[src/rtl/imem_arbiter.sv]
// Round-robin arbiter sharing one combinational instruction-ROM read port
// between the fetch stage (IF) and the debug unit (DBG), with registered responses.
module imem_arbiter #(
  parameter int DATA_WIDTH = 32,
  parameter int BUS_WIDTH  = 10
) (
  input  logic                  clk,
  input  logic                  rst,
  input  logic                  if_req,
  input  logic [BUS_WIDTH-1:0]  if_addr,
  output logic                  if_gnt,
  output logic                  if_rvalid,
  output logic [DATA_WIDTH-1:0] if_rdata,
  input  logic                  dbg_req,
  input  logic [BUS_WIDTH-1:0]  dbg_addr,
  input  logic                  dbg_halt,
  output logic                  dbg_gnt,
  output logic                  dbg_rvalid,
  output logic [DATA_WIDTH-1:0] dbg_rdata,
  output logic [BUS_WIDTH-1:0]  mem_addr,
  input  logic [DATA_WIDTH-1:0] mem_rdata
);

  typedef enum logic {
    GNT_IF  = 1'b0,
    GNT_DBG = 1'b1
  } port_e;

  port_e                 last_q, last_d;
  logic                  if_eff, dbg_eff;
  logic                  if_rvalid_q, dbg_rvalid_q;
  logic [DATA_WIDTH-1:0] if_rdata_q, dbg_rdata_q;

  assign if_eff  = if_req & ~dbg_halt;
  assign dbg_eff = dbg_req;

  always_comb begin
    if_gnt  = 1'b0;
    dbg_gnt = 1'b0;
    last_d  = last_q;
    if (!rst) begin
      if (if_eff && dbg_eff) begin
        // On contention the port that did not win last time gets the ROM.
        if (last_q == GNT_DBG) if_gnt  = 1'b1;
        else                   dbg_gnt = 1'b1;
      end else if (if_eff) begin
        if_gnt = 1'b1;
      end else if (dbg_eff) begin
        dbg_gnt = 1'b1;
      end
    end
    if (if_gnt)       last_d = GNT_IF;
    else if (dbg_gnt) last_d = GNT_DBG;
  end

  // The fetch address is presented whenever debug does not own the port.
  assign mem_addr = dbg_gnt ? dbg_addr : if_addr;

  always_ff @(posedge clk) begin
    if (rst) begin
      last_q       <= GNT_DBG;
      if_rvalid_q  <= 1'b0;
      dbg_rvalid_q <= 1'b0;
      if_rdata_q   <= '0;
      dbg_rdata_q  <= '0;
    end else begin
      last_q       <= last_d;
      if_rvalid_q  <= if_gnt;
      dbg_rvalid_q <= dbg_gnt;
      if (if_gnt)  if_rdata_q  <= mem_rdata;
      if (dbg_gnt) dbg_rdata_q <= mem_rdata;
    end
  end

  assign if_rvalid  = if_rvalid_q;
  assign if_rdata   = if_rdata_q;
  assign dbg_rvalid = dbg_rvalid_q;
  assign dbg_rdata  = dbg_rdata_q;

endmodule

[config.mk]
export PLATFORM = sky130hd
export DESIGN_NAME = imem_arbiter
export DESIGN_NICKNAME = d
export VERILOG_FILES = /design/src/rtl/imem_arbiter.sv
export SDC_FILE = /design/constraint.sdc
export NUM_CORES = 1
export LEC_CHECK = 0
export CAP_MARGIN = 20
export CORE_MARGIN = 5
export CORE_UTILIZATION = 35
export CTS_CLUSTER_SIZE = 16
export DETAILED_ROUTE_END_ITERATION = 10
export PLACE_DENSITY = 0.72
export SLEW_MARGIN = 20
export SYNTH_ARGS = -nofsm -noshare
export SYNTH_HDL_FRONTEND = slang
export SYNTH_SLANG_ARGS = --single-unit
[constraint.sdc]
create_clock -name clk -period 1.9 [get_ports clk]
set_input_delay 0.285 -clock clk [delete_from_list [all_inputs] [get_ports clk]]
set_output_delay 0.285 -clock clk [all_outputs]
set_load 0.01 [all_outputs]
After elaboration in Yosys (flattened, before gate mapping)
Index checks and enable logic that the tools add are counted.

Flip-flop bits (word level): 67. Input port bits: 57. Logic and storage cells: 21. Output and inout bits: 78.

Multiplexer cells: 12. Reduce and logical (&&, ||, !) cells: 2. Bitwise gates (word level): 2.

Operators with widths (number): 2-to-1 mux 1 bit (11); 2-to-1 mux 10 bit (1); nonzero test 2 bit (1); bitwise AND 1 bit (1); logical AND 1 bit (1); inverter 1 bit (1).

Longest topological paths before layout
Word-level depth: 7. Mapped depth: 5.

Least setup slack after synthesis
OpenSTA, ideal clock, no wires.

Path kind: reg2out. From: register last_q. To: output port mem_addr[0]. Arrival time: 1.386 ns. Stages on the path, launching flop included: 6. Slack: 0.229 ns. Data required time: 1.615 ns. Path through: dfxtp_1 > and3b_1 > or3_1 > buf_6 > buf_6 > mux2_4.

Cells in the longest elaborated chain, start to end: 4.

Ends and longest elaborated chain: start, declared (RTL line 29) `port_e last_q, last_d;`; start signal, assigned (RTL line 67) `last_q <= last_d;`; 2-to-1 mux 1 bit (RTL line 44) `if (last_q == GNT_DBG) if_gnt = 1'b1;`; 2-to-1 mux 1 bit (RTL line 42) `if (if_eff && dbg_eff) begin`; 2-to-1 mux 1 bit (RTL line 41) `if (!rst) begin`; 2-to-1 mux 10 bit (RTL line 57) `assign mem_addr = dbg_gnt ? dbg_addr : if_addr;`; end, declared (RTL line 20) `output logic [BUS_WIDTH-1:0] mem_addr,`.

No other way between the ends.

Final worst setup path
From: register last_q. To: output port mem_addr[8].

Same word-level chain as after synthesis.

==> summary.txt <==
wire length per cell = 14.8 µm
share of cells above drive strength 1 = 31.3%
status = finished with violations
Synth Area in Adders = 0%
crit path time final = 2.05 ns
Buffers on Ports = 134
fillers = 711
RSZ-0062 raised after global routing = true
final hold vios = 0
FF+latch area = 0.00134 mm²
Critical Path Max Stage Delay = 0.38 ns
synthesized net count = 288
cell row count = 33
die width = 101 µm
Crit path buffers/inverters = 2
final slew viol count = 0
Die Area = 0.0101 mm²
Worst path top cell family by delay = simple AND/OR/NAND/NOR gates
largest net degree at the start of global routing = 66
Die Height = 101 µm
Seq cells post-synth = 67
Final Wtd Congestion = 0.752
CP max-delay cell = or3_4
Crit path required time = 1.62 ns
Util after Layout = 57.4%
Avg Cell Area, Syn = 12.4 µm²
Simple-Gate Fraction of Synth Area = 14.9%
final setup violation count = 10
CTS Buffer Depth = 2
CP Capture Type = output port
core area = 0.00809 mm²
area occupied by multi-input gates = 0.00143 mm²
worst rel slew slack = 54.3%
Synth Area in XOR/XNOR = 0%
failing checks = setup timing
Post-Place Setup Slack = -0.724 ns
VDD IR max = 438 µV
Pleak = 2.03 nW
DPL Wire Length = 5140 µm
crit start category = register
Yosys warnings = 0
main combinational cell family by area after synthesis = multiplexers
met3 WL = 629 µm
most frequent cells in the layout = clkdlybuf4s50_1 (118), dfxtp_1 (66), nor2b_1 (64), mux2_4 (38), mux2_2 (36)
drt first pass iters = 4
Clock Root Buffer = clkbuf_8
sequential-to-total area share from yosys stat = 46.7%
Pwr Density = 734 mW/mm²
global-route wire length before repair = 11,400 µm
largest area contributor in the netlist = dfxtp_1
max_cap viols = 0
WP data arrival = 1.77 ns
Clock Latency Late Sink = 0.34 ns
most common cell after layout, fill and taps aside = clkdlybuf4s50_1
f_max = 0.487 GHz
CP cell instances = and3b_1 -> or3_4 -> buf_12 -> mux2_4 -> buf_6
Num CTS Buffers = 9
CTS HTree Levels = 3
Slew @ Worst Pin = 0.686 ns
final worst slack = -0.153 ns
Via density = 4.38
Synth area leaders = dfxtp_1 (47%), mux2_4 (20%), mux2_2 (14%), nor2b_1 (14%), buf_6 (2.0%)
fin crit share = 108%
worst min path class = input pin to register
Cell Area, Synth = 0.00287 mm²
highest routed metal layer = met4
Ports = 135
detailed-route DRC error count = 0
vias in the first global route = 2,331
Initial Utilization = 35.5%
Area Overhead vs Synth = 61.7%
Non-Filler Instances = 485
GR Overflow Total = 0
Synth Area in Compound Gates = 0.436%
Nets = 433
CTS clk-pin slew, worst paths = 0.07 ns
multiplexer share of the synthesized area = 34.0%
placed cells = 465
First DRT Iteration DRCs = 29
met2 WL = 3440 µm
Vias = 2,124
CP max FO = 6
setup_tns = -1.50 ns
clk sinks = 67
drt total wl = 7200 µm
Yosys cell types = 14
ANT nets after route = 0
n_diodes = 0
post-synth top area share = 46.7%
clock skew after layout = 0.00752 ns
Setup Crit Path Kind = register to output port
wl on met1 = 3070 µm
gr usage total = 14.2%
CTS tree = done
Post-Syn Instances = 231
antenna violations before repair = 0
cell usage after synthesis:
master    count
mux2_4       38
buf_6         5
dfxtp_1      67
nor3b_1       1
nor2b_1      64
mux2_2       36
nor2_1        1
inv_1         5
and3b_1       1
or3_1         1
clkbuf_1      7
o21bai_1      1
o21ai_1       1
buf_2         3
metal layers:
layer | vias up | GRT usage (%)
met3 | 5 | 5.05
met2 | 88 | 23.5
met5 | - | 0
met4 | 0 | 5.60
li1 | 1049 | -
met1 | 982 | 16.8
metrics by stage:
step	hold WS, ns	cell area, µm²	power, mW
2_1_floorplan	0.428	2870	1.88
6_report	0.295	4640	3.41
3_5_place_dp	0.584	4340	2.27
3_3_place_gp	0.578	4340	2.26
5_1_grt	0.325	4640	3.58
4_1_cts	0.561	4600	3.46
state kept, by name, summed over array words and instances, names as in the netlist:
| register | cells |
|---|---|
| if_rvalid | 1 |
| dbg_rdata | 32 |
| dbg_rvalid | 1 |
| last_q | 1 |
| if_rdata | 32 |
worst paths after layout:
| kind | start | to | slack (ns) | cells past startpoint |
|---|---|---|---|---|
| min reg2reg | if_rdata[3] | if_rdata[3] | 0.60 | 2 |
| min | dbg_req | last_q | 0.30 | 3 |
| max reg2reg | last_q | dbg_rdata[18] | 0.13 | 6 |
| max | last_q | mem_addr[8] | -0.15 | 5 |
repair_timing:
action | in CTS | in global routing
resized for setup | 62 | 5
hold buffers | 0 | 0
gates cloned | 1 | 1
buffers inserted | 3 | 1
setup endpoints to repair | 12 | 43
pin swaps | 2 | 1
final cells by class:
class                      instances  area share, %
clock inverter                     6           1.43
multi-input combinational        144           30.8
tap                              105           2.83
timing repair buffer             149           32.9
clock buffer                       9           2.67
inverter                           5          0.404
sequential                        67           28.9
kinds of logic after synthesis:
kind of cell	count (synthesis)
muxes	74
and+or+nand+nor	68
DFF	67
buffers and inverters	20
AOI/OAI and AO/OA	2
power by group:
| group | switching [mW] | internal (mW) |
|---|---|---|
| sequential | 0.0418 | 1.50 |
| combinational | 0.238 | 0.484 |
| clock | 0.546 | 0.600 |
worst min-delay path, stage by stage:
cell	delay, ns
dlymetal6s2s_1	0.11
nor2_1	0.05
o21bai_1	0.15
Note: power is estimated with default switching activity, not from simulation.
